**src/rtl/jtag_tap_ctrl.sv**
```systemverilog
// IEEE 1149.1 TAP controller: one-hot state machine, instruction register, bypass, user DR channels.
// Define JTAG_TAP_IDCODE_EN to add the IDCODE register and make OPC_IDCODE the reset instruction.
module jtag_tap_ctrl #(
  parameter int          IR_WIDTH   = 4,
  parameter int          DR_WIDTH   = 32,
  parameter int          NUM_USER   = 2,
  parameter logic [31:0] IDCODE_VAL = 32'h1000_563D,
  parameter int          OPC_IDCODE = 1,
  parameter int          OPC_USER0  = 8
) (
  input  logic                         tck,
  input  logic                         trst_n,
  input  logic                         tms,
  input  logic                         tdi,
  output logic                         tdo,
  output logic                         tdo_en,
  output logic [15:0]                  tap_state,
  output logic [IR_WIDTH-1:0]          ir_out,
  input  logic [NUM_USER*DR_WIDTH-1:0] user_cap,
  output logic [NUM_USER*DR_WIDTH-1:0] user_upd,
  output logic [NUM_USER-1:0]          user_upd_stb
);

  typedef enum logic [15:0] {
    TEST_LOGIC_RESET = 16'h0001,
    RUN_TEST_IDLE    = 16'h0002,
    SELECT_DR        = 16'h0004,
    CAPTURE_DR       = 16'h0008,
    SHIFT_DR         = 16'h0010,
    EXIT1_DR         = 16'h0020,
    PAUSE_DR         = 16'h0040,
    EXIT2_DR         = 16'h0080,
    UPDATE_DR        = 16'h0100,
    SELECT_IR        = 16'h0200,
    CAPTURE_IR       = 16'h0400,
    SHIFT_IR         = 16'h0800,
    EXIT1_IR         = 16'h1000,
    PAUSE_IR         = 16'h2000,
    EXIT2_IR         = 16'h4000,
    UPDATE_IR        = 16'h8000
  } tap_state_t;

`ifdef JTAG_TAP_IDCODE_EN
  localparam logic [IR_WIDTH-1:0] RESET_OPC = IR_WIDTH'(OPC_IDCODE);
`else
  localparam logic [IR_WIDTH-1:0] RESET_OPC = '1;
`endif

  if (IR_WIDTH < 2) begin : g_bad_ir_width
    $error("jtag_tap_ctrl: IR_WIDTH must be at least 2");
  end
  if (DR_WIDTH < 1) begin : g_bad_dr_width
    $error("jtag_tap_ctrl: DR_WIDTH must be at least 1");
  end
  if (NUM_USER < 1 || NUM_USER > 8) begin : g_bad_num_user
    $error("jtag_tap_ctrl: NUM_USER must be in 1..8");
  end
  if (IDCODE_VAL[0] != 1'b1) begin : g_bad_idcode
    $error("jtag_tap_ctrl: IDCODE_VAL bit 0 must be 1");
  end
  if (OPC_IDCODE >= (1 << IR_WIDTH)) begin : g_bad_opc_idcode
    $error("jtag_tap_ctrl: OPC_IDCODE does not fit in IR_WIDTH");
  end

  tap_state_t state_q, state_d;

  logic [IR_WIDTH-1:0] ir_sr;
  logic                bypass_q;
  logic [DR_WIDTH-1:0] user_sr [NUM_USER];
`ifdef JTAG_TAP_IDCODE_EN
  logic [31:0]         idcode_sr;
`endif

  logic                sel_idcode;
  logic [NUM_USER-1:0] sel_user;
  logic                sel_bypass;
  logic                dr_lsb;
  logic                tdo_d;
  logic                tdo_en_d;

  always_ff @(posedge tck or negedge trst_n) begin
    if (!trst_n) state_q <= TEST_LOGIC_RESET;
    else         state_q <= state_d;
  end

  always_comb begin
    state_d = TEST_LOGIC_RESET;
    case (state_q)
      TEST_LOGIC_RESET: state_d = tms ? TEST_LOGIC_RESET : RUN_TEST_IDLE;
      RUN_TEST_IDLE:    state_d = tms ? SELECT_DR : RUN_TEST_IDLE;
      SELECT_DR:        state_d = tms ? SELECT_IR : CAPTURE_DR;
      CAPTURE_DR:       state_d = tms ? EXIT1_DR : SHIFT_DR;
      SHIFT_DR:         state_d = tms ? EXIT1_DR : SHIFT_DR;
      EXIT1_DR:         state_d = tms ? UPDATE_DR : PAUSE_DR;
      PAUSE_DR:         state_d = tms ? EXIT2_DR : PAUSE_DR;
      EXIT2_DR:         state_d = tms ? UPDATE_DR : SHIFT_DR;
      UPDATE_DR:        state_d = tms ? SELECT_DR : RUN_TEST_IDLE;
      SELECT_IR:        state_d = tms ? TEST_LOGIC_RESET : CAPTURE_IR;
      CAPTURE_IR:       state_d = tms ? EXIT1_IR : SHIFT_IR;
      SHIFT_IR:         state_d = tms ? EXIT1_IR : SHIFT_IR;
      EXIT1_IR:         state_d = tms ? UPDATE_IR : PAUSE_IR;
      PAUSE_IR:         state_d = tms ? EXIT2_IR : PAUSE_IR;
      EXIT2_IR:         state_d = tms ? UPDATE_IR : SHIFT_IR;
      UPDATE_IR:        state_d = tms ? SELECT_DR : RUN_TEST_IDLE;
      default:          state_d = TEST_LOGIC_RESET;
    endcase
  end

  always_comb begin
    tap_state = state_q;
    tdo_en_d  = (state_q == SHIFT_IR) || (state_q == SHIFT_DR);
    tdo_d     = 1'b0;
    if (state_q == SHIFT_IR)      tdo_d = ir_sr[0];
    else if (state_q == SHIFT_DR) tdo_d = dr_lsb;
  end

  // The all-ones opcode is always bypass, even if it collides with a user opcode.
  always_comb begin
    sel_idcode = 1'b0;
    sel_user   = '0;
`ifdef JTAG_TAP_IDCODE_EN
    sel_idcode = (ir_out == IR_WIDTH'(OPC_IDCODE)) && (ir_out != '1);
`endif
    for (int k = 0; k < NUM_USER; k++) begin
      if (!sel_idcode && (ir_out != '1) && (ir_out == IR_WIDTH'(OPC_USER0 + k)))
        sel_user[k] = 1'b1;
    end
    sel_bypass = !sel_idcode && (sel_user == '0);
  end

  always_comb begin
    dr_lsb = bypass_q;
`ifdef JTAG_TAP_IDCODE_EN
    if (sel_idcode) dr_lsb = idcode_sr[0];
`endif
    for (int k = 0; k < NUM_USER; k++) begin
      if (sel_user[k]) dr_lsb = user_sr[k][0];
    end
  end

  // ir_out reloads on the edge entering TEST_LOGIC_RESET so the reset instruction is visible there.
  always_ff @(posedge tck or negedge trst_n) begin
    if (!trst_n) begin
      ir_sr  <= '0;
      ir_out <= RESET_OPC;
    end else begin
      if (state_q == CAPTURE_IR)    ir_sr <= IR_WIDTH'(1);
      else if (state_q == SHIFT_IR) ir_sr <= {tdi, ir_sr[IR_WIDTH-1:1]};
      if (state_d == TEST_LOGIC_RESET) ir_out <= RESET_OPC;
      else if (state_q == UPDATE_IR)   ir_out <= ir_sr;
    end
  end

  always_ff @(posedge tck or negedge trst_n) begin
    if (!trst_n) begin
      bypass_q <= 1'b0;
    end else if (sel_bypass) begin
      if (state_q == CAPTURE_DR)    bypass_q <= 1'b0;
      else if (state_q == SHIFT_DR) bypass_q <= tdi;
    end
  end

`ifdef JTAG_TAP_IDCODE_EN
  always_ff @(posedge tck or negedge trst_n) begin
    if (!trst_n) begin
      idcode_sr <= '0;
    end else if (sel_idcode) begin
      if (state_q == CAPTURE_DR)    idcode_sr <= IDCODE_VAL;
      else if (state_q == SHIFT_DR) idcode_sr <= {tdi, idcode_sr[31:1]};
    end
  end
`endif

  always_ff @(posedge tck or negedge trst_n) begin
    if (!trst_n) begin
      for (int k = 0; k < NUM_USER; k++) user_sr[k] <= '0;
      user_upd     <= '0;
      user_upd_stb <= '0;
    end else begin
      user_upd_stb <= '0;
      for (int k = 0; k < NUM_USER; k++) begin
        if (sel_user[k]) begin
          if (state_q == CAPTURE_DR) begin
            user_sr[k] <= user_cap[k*DR_WIDTH +: DR_WIDTH];
          end else if (state_q == SHIFT_DR) begin
            user_sr[k] <= (user_sr[k] >> 1) | (DR_WIDTH'(tdi) << (DR_WIDTH - 1));
          end else if (state_q == UPDATE_DR) begin
            user_upd[k*DR_WIDTH +: DR_WIDTH] <= user_sr[k];
            user_upd_stb[k]                  <= 1'b1;
          end
        end
      end
    end
  end

  // TDO is launched on the falling edge so the host can sample it on the next rising edge.
  always_ff @(negedge tck or negedge trst_n) begin
    if (!trst_n) begin
      tdo    <= 1'b0;
      tdo_en <= 1'b0;
    end else begin
      tdo    <= tdo_d;
      tdo_en <= tdo_en_d;
    end
  end

endmodule

```
**config.mk**
```make
export PLATFORM = sky130hd
export DESIGN_NAME = jtag_tap_ctrl
export DESIGN_NICKNAME = d
export VERILOG_FILES = /design/src/rtl/jtag_tap_ctrl.sv
export SDC_FILE = /design/constraint.sdc
export NUM_CORES = 1
export LEC_CHECK = 0
export CORE_ASPECT_RATIO = 1.2
export CORE_MARGIN = 2
export CORE_UTILIZATION = 30
export CTS_CLUSTER_SIZE = 14
export DETAILED_ROUTE_END_ITERATION = 10
export PLACE_DENSITY = 0.57
export SYNTH_ARGS = -nofsm -noshare
export SYNTH_HDL_FRONTEND = slang
export SYNTH_SLANG_ARGS = --single-unit
```
**constraint.sdc**
```tcl
create_clock -name tck -period 3 [get_ports tck]
set_input_delay 0.45 -clock tck [delete_from_list [all_inputs] [get_ports tck]]
set_output_delay 0.45 -clock tck [all_outputs]
set_load 0.05 [all_outputs]
```
==> impl_metrics.json, run 1 <==
{
  "drt-initial-drc-count": 179,
  "tritoncts": "built",
  "cts-hold-fix-buffers": 0,
  "root_buffer": "clkbuf_16",
  "arrival_ns": 2.00,
  "areaGrowthSynthToFinish_pct": 39.3,
  "ir_drop_mv": 0.378,
  "p_sw_share_pct": 25.3,
  "synthFlopType": "dfrtp_1",
  "grt_pass1_wl_um": 27700,
  "max_slew.worst_pin.slew_ns": 0.847,
  "p_int_mw": 3.86,
  "grt.total_usage_pct": 14.7,
  "rr_worst_depth": 4,
  "synth.lib_cells_used.distinct": 44,
  "hold_viol_final": 0,
  "crit_path_top_delay_cell": "or4_4",
  "die_w_um": 142,
  "rsz0062_at_grt": "true",
  "finalClockSkew_ns": 0.0249,
  "worstSetupEndpointType": "flip-flop",
  "sequentialPowerShare_pct": 41.8,
  "power_density_nw_per_um2": 537,
  "die-area_sq_um": 24200,
  "wl_per_cell_um": 16.7,
  "crit_required_ns": 1.91,
  "wirelength_um": 17500,
  "hpwl_um": 12000,
  "start_util_pct": 30.6,
  "path_cells": "or4_4 > nor4_4 > nand3_2 > o22ai_2",
  "violations": "negative setup slack",
  "globalRouteOverflowTotal": 0,
  "vias": 5038,
  "layout_common_cells": "152 x clkdlybuf4s50_1, 139 x dfrtp_1, 74 x nand2_1",
  "gp_congestion": 0.824,
  "postSynthAreaPerCell_sq_um": 11.7,
  "holdCritPathClass": "primary input to async pin",
  "vias_per_cell": 4.82,
  "critPathMaxStageDelay_ns": 0.56,
  "crit_cells": 4,
  "synth-edff-count": 0,
  "fin_setup_tns_ns": -0.129,
  "syn-instance-count": 587,
  "path_clk_slew_ns": 0.07,
  "fin_util_pct": 42.7,
  "drtPass1Iterations": 4,
  "crit_family": "simple AND/OR/NAND/NOR gates",
  "ys_ff_latch": 157,
  "antenna_found_initial": 0,
  "p_sw_mw": 1.30,
  "grt_pass1_vias": 5186,
  "synth_area_sq_um": 6900,
  "reg2reg_from": "tap_state[1]",
  "startpoint_type": "flip-flop",
  "p_clk_share_pct": 45.1,
  "synth_nets": 655,
  "final_common_cell": "clkdlybuf4s50_1",
  "relSlewSlack_pct": 43.5,
  "cts_buffer_depth": 2,
  "combPwrFrac_pct": 13.1,
  "port_buffers": 155,
  "cts.sinks": 157,
  "cp_max_fo": 4,
  "leakage_nw": 4.88,
  "rows": 60,
  "ys_async_sr_fraction_pct": 100,
  "clock_latency_ns": 0.42,
  "ios": 156,
  "cap_violations": 0,
  "drive_gt1_share_pct": 16.8,
  "antenna_left": 0,
  "htree_levels": 4,
  "grt_max_degree": 156,
  "drc": 0,
  "synth_warnings": 0,
  "die_h_um": 170,
  "numCtsBuffers": 17,
  "antenna_cells": 0,
  "fin_ws_ns": -0.0867,
  "nets": 823,
  "synth.yosys.seq_area_share_pct": 57.1,
  "drv_slew": 0,
  "core_sq_um": 22500,
  "critPathLaunch": "tap_state[1]",
  "worst-setup-path-type": "flip-flop to flip-flop",
  "worst-path-buf-inv": 0,
  "status": "complete, but fails checks",
  "setup_viol": 2
}
## registers in the layout (all words and copies together), names as in the netlist, 2 cells and up
register      cells
ir_out            4
tap_state        16
user_upd         64
ir_sr             4
user_upd_stb      2
user_sr          64
## cell usage after synthesis, types with 6 or more instances
| library cell | instances | area (sq um) |
|---|---|---|
| dfrtp_1 | 150 | 3750 |
| nor4_1 | 9 | 56.3 |
| xnor2_1 | 6 | 52.6 |
| nand4_1 | 7 | 43.8 |
| mux2_1 | 30 | 338 |
| or4_1 | 6 | 45.0 |
| nor3_1 | 7 | 35.0 |
| o21ai_0 | 71 | 355 |
| mux2i_1 | 69 | 691 |
| nor2_1 | 20 | 75.1 |
| nand3_1 | 10 | 50.1 |
| buf_2 | 7 | 35.0 |
| nand2_1 | 74 | 278 |
| clkbuf_1 | 27 | 101 |
| mux2_2 | 34 | 383 |
| buf_6 | 6 | 67.6 |
## final timing paths
check,to,slack (ns)
min,user_upd[6],0.18
max reg2reg,tdo,-0.09
max,tdo,-0.09
min in group tck,user_upd[41],0.49
max in group asynchronous,tdo_en,1.66
min reg2reg,user_upd[41],0.49
## through the flow
stage	power [mW]	area [sq um]	hold WS, ns	worst slack [ns]	instances
after floorplan	2.53	6960	0.154	-0.295	587
after global placement	2.83	8950	0.473	-0.0188	1013
after detailed placement	2.83	8950	0.478	-0.0763	1013
after CTS	5.23	9610	0.237	-0.0714	1046
after global routing	5.38	9610	0.253	-0.150	1046
final	5.16	9610	0.179	-0.0867	1046
## kinds of logic after synthesis
kind of cell,count (synthesis),synth area share (%)
AND/OR/NAND/NOR,159,11.6
multiplexers,133,20.5
flip-flops,157,57.1
AO/OA/AOI/OAI,85,6.59
buffers and inverters,44,3.17
XOR/XNOR,9,1.14
## area by class of cell
type / count / area (sq um)
multi-input combinational: 386 / 2790
tap: 279 / 349
timing repair buffer: 189 / 1880
clock buffer: 17 / 425
fill: 2143 / 12900
sequential: 157 / 3950
clock inverter: 14 / 206
inverter: 4 / 15.0
## power by group through the flow
stage	combinational, mW	sequential, mW	clock, mW
6_report	0.676	2.16	2.33
5_1_grt	0.724	2.15	2.50
4_1_cts	0.677	2.15	2.40
3_5_place_dp	0.641	2.19	0
3_3_place_gp	0.635	2.19	0
2_1_floorplan	0.265	2.26	0
## repair_timing
item,in CTS,in global routing
pin swaps,4,1
buffers inserted,2,0
resized for setup,2,0
setup endpoints to repair,2,2
## worst reg2reg max path, stage by stage (launching register included)
cell and delay, ns:
dfrtp_2 0.40, or4_4 0.56, nor4_4 0.33, nand3_2 0.16, o22ai_2 0.12
## layer usage
layer / up-vias / wire length [um] / GRT usage [%]
met4: 0 / 335 / 5.25
met3: 24 / 792 / 3.80
met5: - / 0 / 0
met2: 123 / 8980 / 25.6
met1: 2478 / 7340 / 17.7
li1: 2413 / - / -
Note: power is estimated with default switching activity, not from simulation.
==> run 2, diff against run 1 <==
--- a/config.mk
+++ b/config.mk
@@ -8,9 +8,11 @@
 export CORE_ASPECT_RATIO = 1.2
 export CORE_MARGIN = 2
 export CORE_UTILIZATION = 30
+export CTS_BUF_LIST = sky130_fd_sc_hd__clkbuf_4 sky130_fd_sc_hd__clkbuf_8 sky130_fd_sc_hd__clkbuf_16
 export CTS_CLUSTER_SIZE = 14
 export DETAILED_ROUTE_END_ITERATION = 10
-export PLACE_DENSITY = 0.57
+export DONT_BUFFER_PORTS = 1
+export PLACE_DENSITY = 0.49
 export SYNTH_ARGS = -nofsm -noshare
 export SYNTH_HDL_FRONTEND = slang
 export SYNTH_SLANG_ARGS = --single-unit
==> impl_metrics.json, run 2 (same netlist as run 1, synthesis figures left out) <==
{
  "globalRouteOverflowTotal": 0,
  "worstSetupEndpointType": "flip-flop",
  "antenna_left": 0,
  "grt_max_degree": 158,
  "setup_viol": 1,
  "start_util_pct": 30.6,
  "cts.sinks": 157,
  "hold_ws_ns": -0.272,
  "areaGrowthSynthToFinish_pct": 17.1,
  "rr_worst_depth": 4,
  "violations": "negative hold slack, negative setup slack",
  "grt_pass1_wl_um": 26700,
  "rows": 60,
  "crit_required_ns": 1.91,
  "clock_latency_ns": 0.41,
  "critPathMaxStageDelay_ns": 0.56,
  "dp.cells": 866,
  "vias_per_cell": 5.01,
  "wirelength_um": 16500,
  "leakage_nw": 4.33,
  "core_sq_um": 22500,
  "cts_buffer_depth": 2,
  "relSlewSlack_pct": 48.3,
  "grt_pass1_vias": 4809,
  "wl_per_cell_um": 18.3,
  "hold_viol_final": 154,
  "vias": 4500,
  "finalClockSkew_ns": 0.0246,
  "power_density_nw_per_um2": 613,
  "startpoint_type": "flip-flop",
  "htree_levels": 4,
  "gp_congestion": 0.808,
  "final_common_cell": "dfrtp_1",
  "drt-initial-drc-count": 190,
  "cap_violations": 0,
  "grt.total_usage_pct": 14.2,
  "die-area_sq_um": 24200,
  "ir_drop_mv": 0.327,
  "fill_cells": 2219,
  "nets": 675,
  "design_area_sq_um": 8080,
  "status": "complete, but fails checks",
  "drv_slew": 0,
  "crit_path_top_delay_cell": "or4_4",
  "layout_common_cells": "139 x dfrtp_1, 74 x nand2_1, 71 x o21ai_0",
  "numCtsBuffers": 17,
  "drc": 0,
  "cp_max_fo": 3,
  "max_slew.worst_pin.slew_ns": 0.769,
  "drtPass1Iterations": 4,
  "drive_gt1_share_pct": 21.6,
  "worst-setup-path-type": "flip-flop to flip-flop",
  "arrival_ns": 1.93,
  "fin_ws_ns": -0.0248,
  "hpwl_um": 11200,
  "antenna_found_initial": 0,
  "holdCritPathClass": "primary input to async pin",
  "die_w_um": 142,
  "root_buffer": "clkbuf_16",
  "instances_no_fill": 899,
  "port_buffers": 0,
  "tritoncts": "built",
  "ios": 156,
  "path_cells": "or4_4 > nor4_4 > nand3_2 > o22ai_1",
  "antenna_cells": 0,
  "path_clk_slew_ns": 0.07,
  "die_h_um": 170,
  "rsz0062_at_grt": "true",
  "placed_area_sq_um": 7440
}
run 2: critical path, delay by kind of cell, from the launching register on:
| family | cells | cell delay (ns) |
|---|---|---|
| flops | 1 | 0.40 |
| simple gates | 3 | 1.00 |
| compound gates | 1 | 0.12 |
run 2: what timing repair did:
action                                  4_1_cts  5_1_grt
pin swaps                                     2        0
endpoints found under the hold margin       155      155
gates resized for setup                       2        0
endpoints found under the setup margin        2        2
buffers inserted                              1        0
run 2: path summary, 6_finish.rpt:
check                             start           end  slack, ns
min in group tck                    tms  tap_state[3]       0.09
max in group asynchronous        trst_n        tdo_en       1.62
setup reg to reg           tap_state[2]           tdo      -0.02
hold reg to reg             user_sr[59]   user_sr[59]       0.50
setup / recovery           tap_state[2]           tdo      -0.02
hold / removal                   trst_n   user_sr[58]      -0.27
run 2: cell type report:
cell class / instances / area (sq um) / area share [%]
clock buffers: 17 / 425 / 5.27
well taps: 279 / 349 / 4.32
multi-input cells: 386 / 2780 / 34.4
flip-flops and latches: 157 / 3950 / 48.9
repair buffers: 41 / 358 / 4.43
clock inverters: 15 / 200 / 2.48
inverters: 4 / 15.0 / 0.186
run 2: metal layers:
layer	track usage, %	up-vias	part of all wire (%)
li1	-	2112	-
met1	16.8	2262	41
met2	23.8	117	51
met3	5.15	9	7.3
met4	4.69	0	1.0
met5	0	-	0
run 2: report_power, final:
part           switching, mW  internal (mW)
registers             0.0131           2.14
logic                  0.295          0.192
clock network          0.966           1.35
total                   1.27           3.68
run 2: stage by stage:
stage / worst slack, ns / total power, mW / TNS (ns) / util, %
6_report: -0.0248 / 4.96 / -0.0248 / 35.9
3_3_place_gp: 0.000441 / 2.66 / 0 / 33.0
2_1_floorplan: -0.295 / 2.53 / -0.541 / -
5_1_grt: -0.0983 / 5.18 / -0.168 / 35.9
4_1_cts: -0.0579 / 5.04 / -0.0682 / 35.9
3_5_place_dp: -0.0335 / 2.67 / -0.0335 / 33.0
==> run 3, diff against run 2 <==
==> config.mk (replaced) <==
export PLATFORM = sky130hd
export DESIGN_NAME = jtag_tap_ctrl
export DESIGN_NICKNAME = d
export VERILOG_FILES = /design/src/rtl/jtag_tap_ctrl.sv
export SDC_FILE = /design/constraint.sdc
export NUM_CORES = 1
export LEC_CHECK = 0
export CORE_ASPECT_RATIO = 2
export CORE_MARGIN = 2
export CORE_UTILIZATION = 55
export CTS_BUF_LIST = sky130_fd_sc_hd__clkbuf_4 sky130_fd_sc_hd__clkbuf_8 sky130_fd_sc_hd__clkbuf_16
export CTS_CLUSTER_SIZE = 14
export DETAILED_ROUTE_END_ITERATION = 10
export DONT_BUFFER_PORTS = 1
export PLACE_DENSITY = 0.75
export REMOVE_ABC_BUFFERS = 1
export SYNTH_ARGS = -nofsm -noshare
export SYNTH_HDL_FRONTEND = slang
export SYNTH_SLANG_ARGS = --single-unit
==> impl_metrics.json, run 3 (same netlist as run 1, synthesis figures left out) <==
{
  "worst-setup-path-type": "flip-flop to flip-flop",
  "areaGrowthSynthToFinish_pct": 15.4,
  "final_common_cell": "dfrtp_1",
  "numCtsBuffers": 17,
  "max_slew.worst_pin.slew_ns": 0.620,
  "die_w_um": 83.2,
  "hpwl_um": 11300,
  "arrival_ns": 2.00,
  "port_buffers": 0,
  "drtPass1Iterations": 4,
  "leakage_nw": 4.37,
  "tritoncts": "built",
  "core_sq_um": 12200,
  "status": "complete, but fails checks",
  "globalRouteOverflowTotal": 0,
  "rows": 57,
  "die-area_sq_um": 13500,
  "gp_congestion": 0.877,
  "nets": 675,
  "wl_per_cell_um": 20.9,
  "drt-initial-drc-count": 228,
  "drc": 0,
  "cp_max_fo": 3,
  "cts_buffer_depth": 2,
  "drv_slew": 0,
  "setup_viol": 4,
  "relSlewSlack_pct": 58.2,
  "fin_setup_tns_ns": -0.202,
  "hold_viol_final": 155,
  "grt_pass1_wl_um": 26300,
  "grt_pass1_vias": 5006,
  "antenna_found_initial": 0,
  "vias_per_cell": 6.04,
  "antenna_left": 0,
  "power_mw": 5.15,
  "path_clk_slew_ns": 0.07,
  "layout_common_cells": "150 x dfrtp_1, 74 x nand2_1, 71 x o21ai_0",
  "vias": 4634,
  "cap_violations": 0,
  "violations": "negative hold slack, negative setup slack",
  "fin_ws_ns": -0.0980,
  "finalClockSkew_ns": 0.0223,
  "start_util_pct": 56.6,
  "ir_drop_mv": 0.570,
  "antenna_cells": 0,
  "ios": 156,
  "rsz0062_at_grt": "true",
  "clock_latency_ns": 0.41,
  "power_density_nw_per_um2": 648,
  "holdCritPathClass": "primary input to async pin",
  "grt.total_usage_pct": 24.9,
  "die_h_um": 162,
  "htree_levels": 4,
  "grt_max_degree": 158,
  "root_buffer": "clkbuf_16",
  "wirelength_um": 16000,
  "worstSetupEndpointType": "flip-flop",
  "drive_gt1_share_pct": 20.0,
  "crit_required_ns": 1.90,
  "cts.sinks": 157,
  "hold_ws_ns": -0.269,
  "startpoint_type": "flip-flop"
}
-- run 3: changes by cell type in the layout (fill, tap and decap cells not counted), sizes merged --
cell    previous run  this run
inv               13         9
bufinv             3         6
clkbuf            17        18
-- run 3: area by class of cell --
type | instances | area (sq um)
Inverter | 4 | 15.0
Timing Repair Buffer | 41 | 345
Clock inverter | 14 | 256
Clock buffer | 18 | 433
Fill cell | 942 | 4240
Multi-Input combinational cell | 386 | 2790
Tap cell | 147 | 184
Sequential cell | 157 | 3940
-- run 3: repair_timing --
item / CTS / global route
gates resized for setup: 6 / 2
endpoints found under the hold margin: 155 / 155
pin swaps: 3 / 3
cloned: 0 / 0
buffers inserted: 2 / 0
setup endpoints to repair: 4 / 4
-- run 3: critical path: stages (launching register included) --
cell,delay (ns)
dfrtp_1,0.38
or4_4,0.57
nor4_4,0.27
buf_4,0.17
nand3_4,0.08
o22ai_2,0.11
-- run 3: layer usage --
layer	global-route usage, %	part of all wire, %	wire [um]
met5	0	0	0
met4	12.2	4.5	723
met2	44.9	55	8850
met1	25.6	34	5400
met3	8.01	6.5	1040
-- run 3: final timing paths --
check / slack [ns] / depth (start not counted) / to / startpoint
setup / recovery: -0.1 / 5 / tdo / tap_state[11]
min in group tck: 0.10 / 1 / tap_state[3] / tms
hold reg to reg: 0.50 / 2 / user_sr[3] / user_sr[3]
max in group asynchronous: 1.67 / 0 / tdo / trst_n
setup reg to reg: -0.1 / 5 / tdo / tap_state[11]
hold / removal: -0.27 / 0 / user_upd[40] / trst_n
-- run 3: power breakdown --
part	leakage, nW	internal, mW	switching, mW	total [mW]
registers	1.83	2.14	0.00904	2.15
logic	2.21	0.183	0.338	0.520
clock network	0.334	1.60	0.889	2.49
-- run 3: metrics by stage --
step	worst slack [ns]	instances	cell area (sq um)	util, %
5_1_grt	-0.159	767	7960	65.3
3_5_place_dp	-0.104	733	7210	59.1
3_3_place_gp	-0.0984	733	7210	59.1
2_1_floorplan	-2.41	547	6690	-
4_1_cts	-0.101	767	7950	65.2
6_report	-0.0980	767	7960	65.3
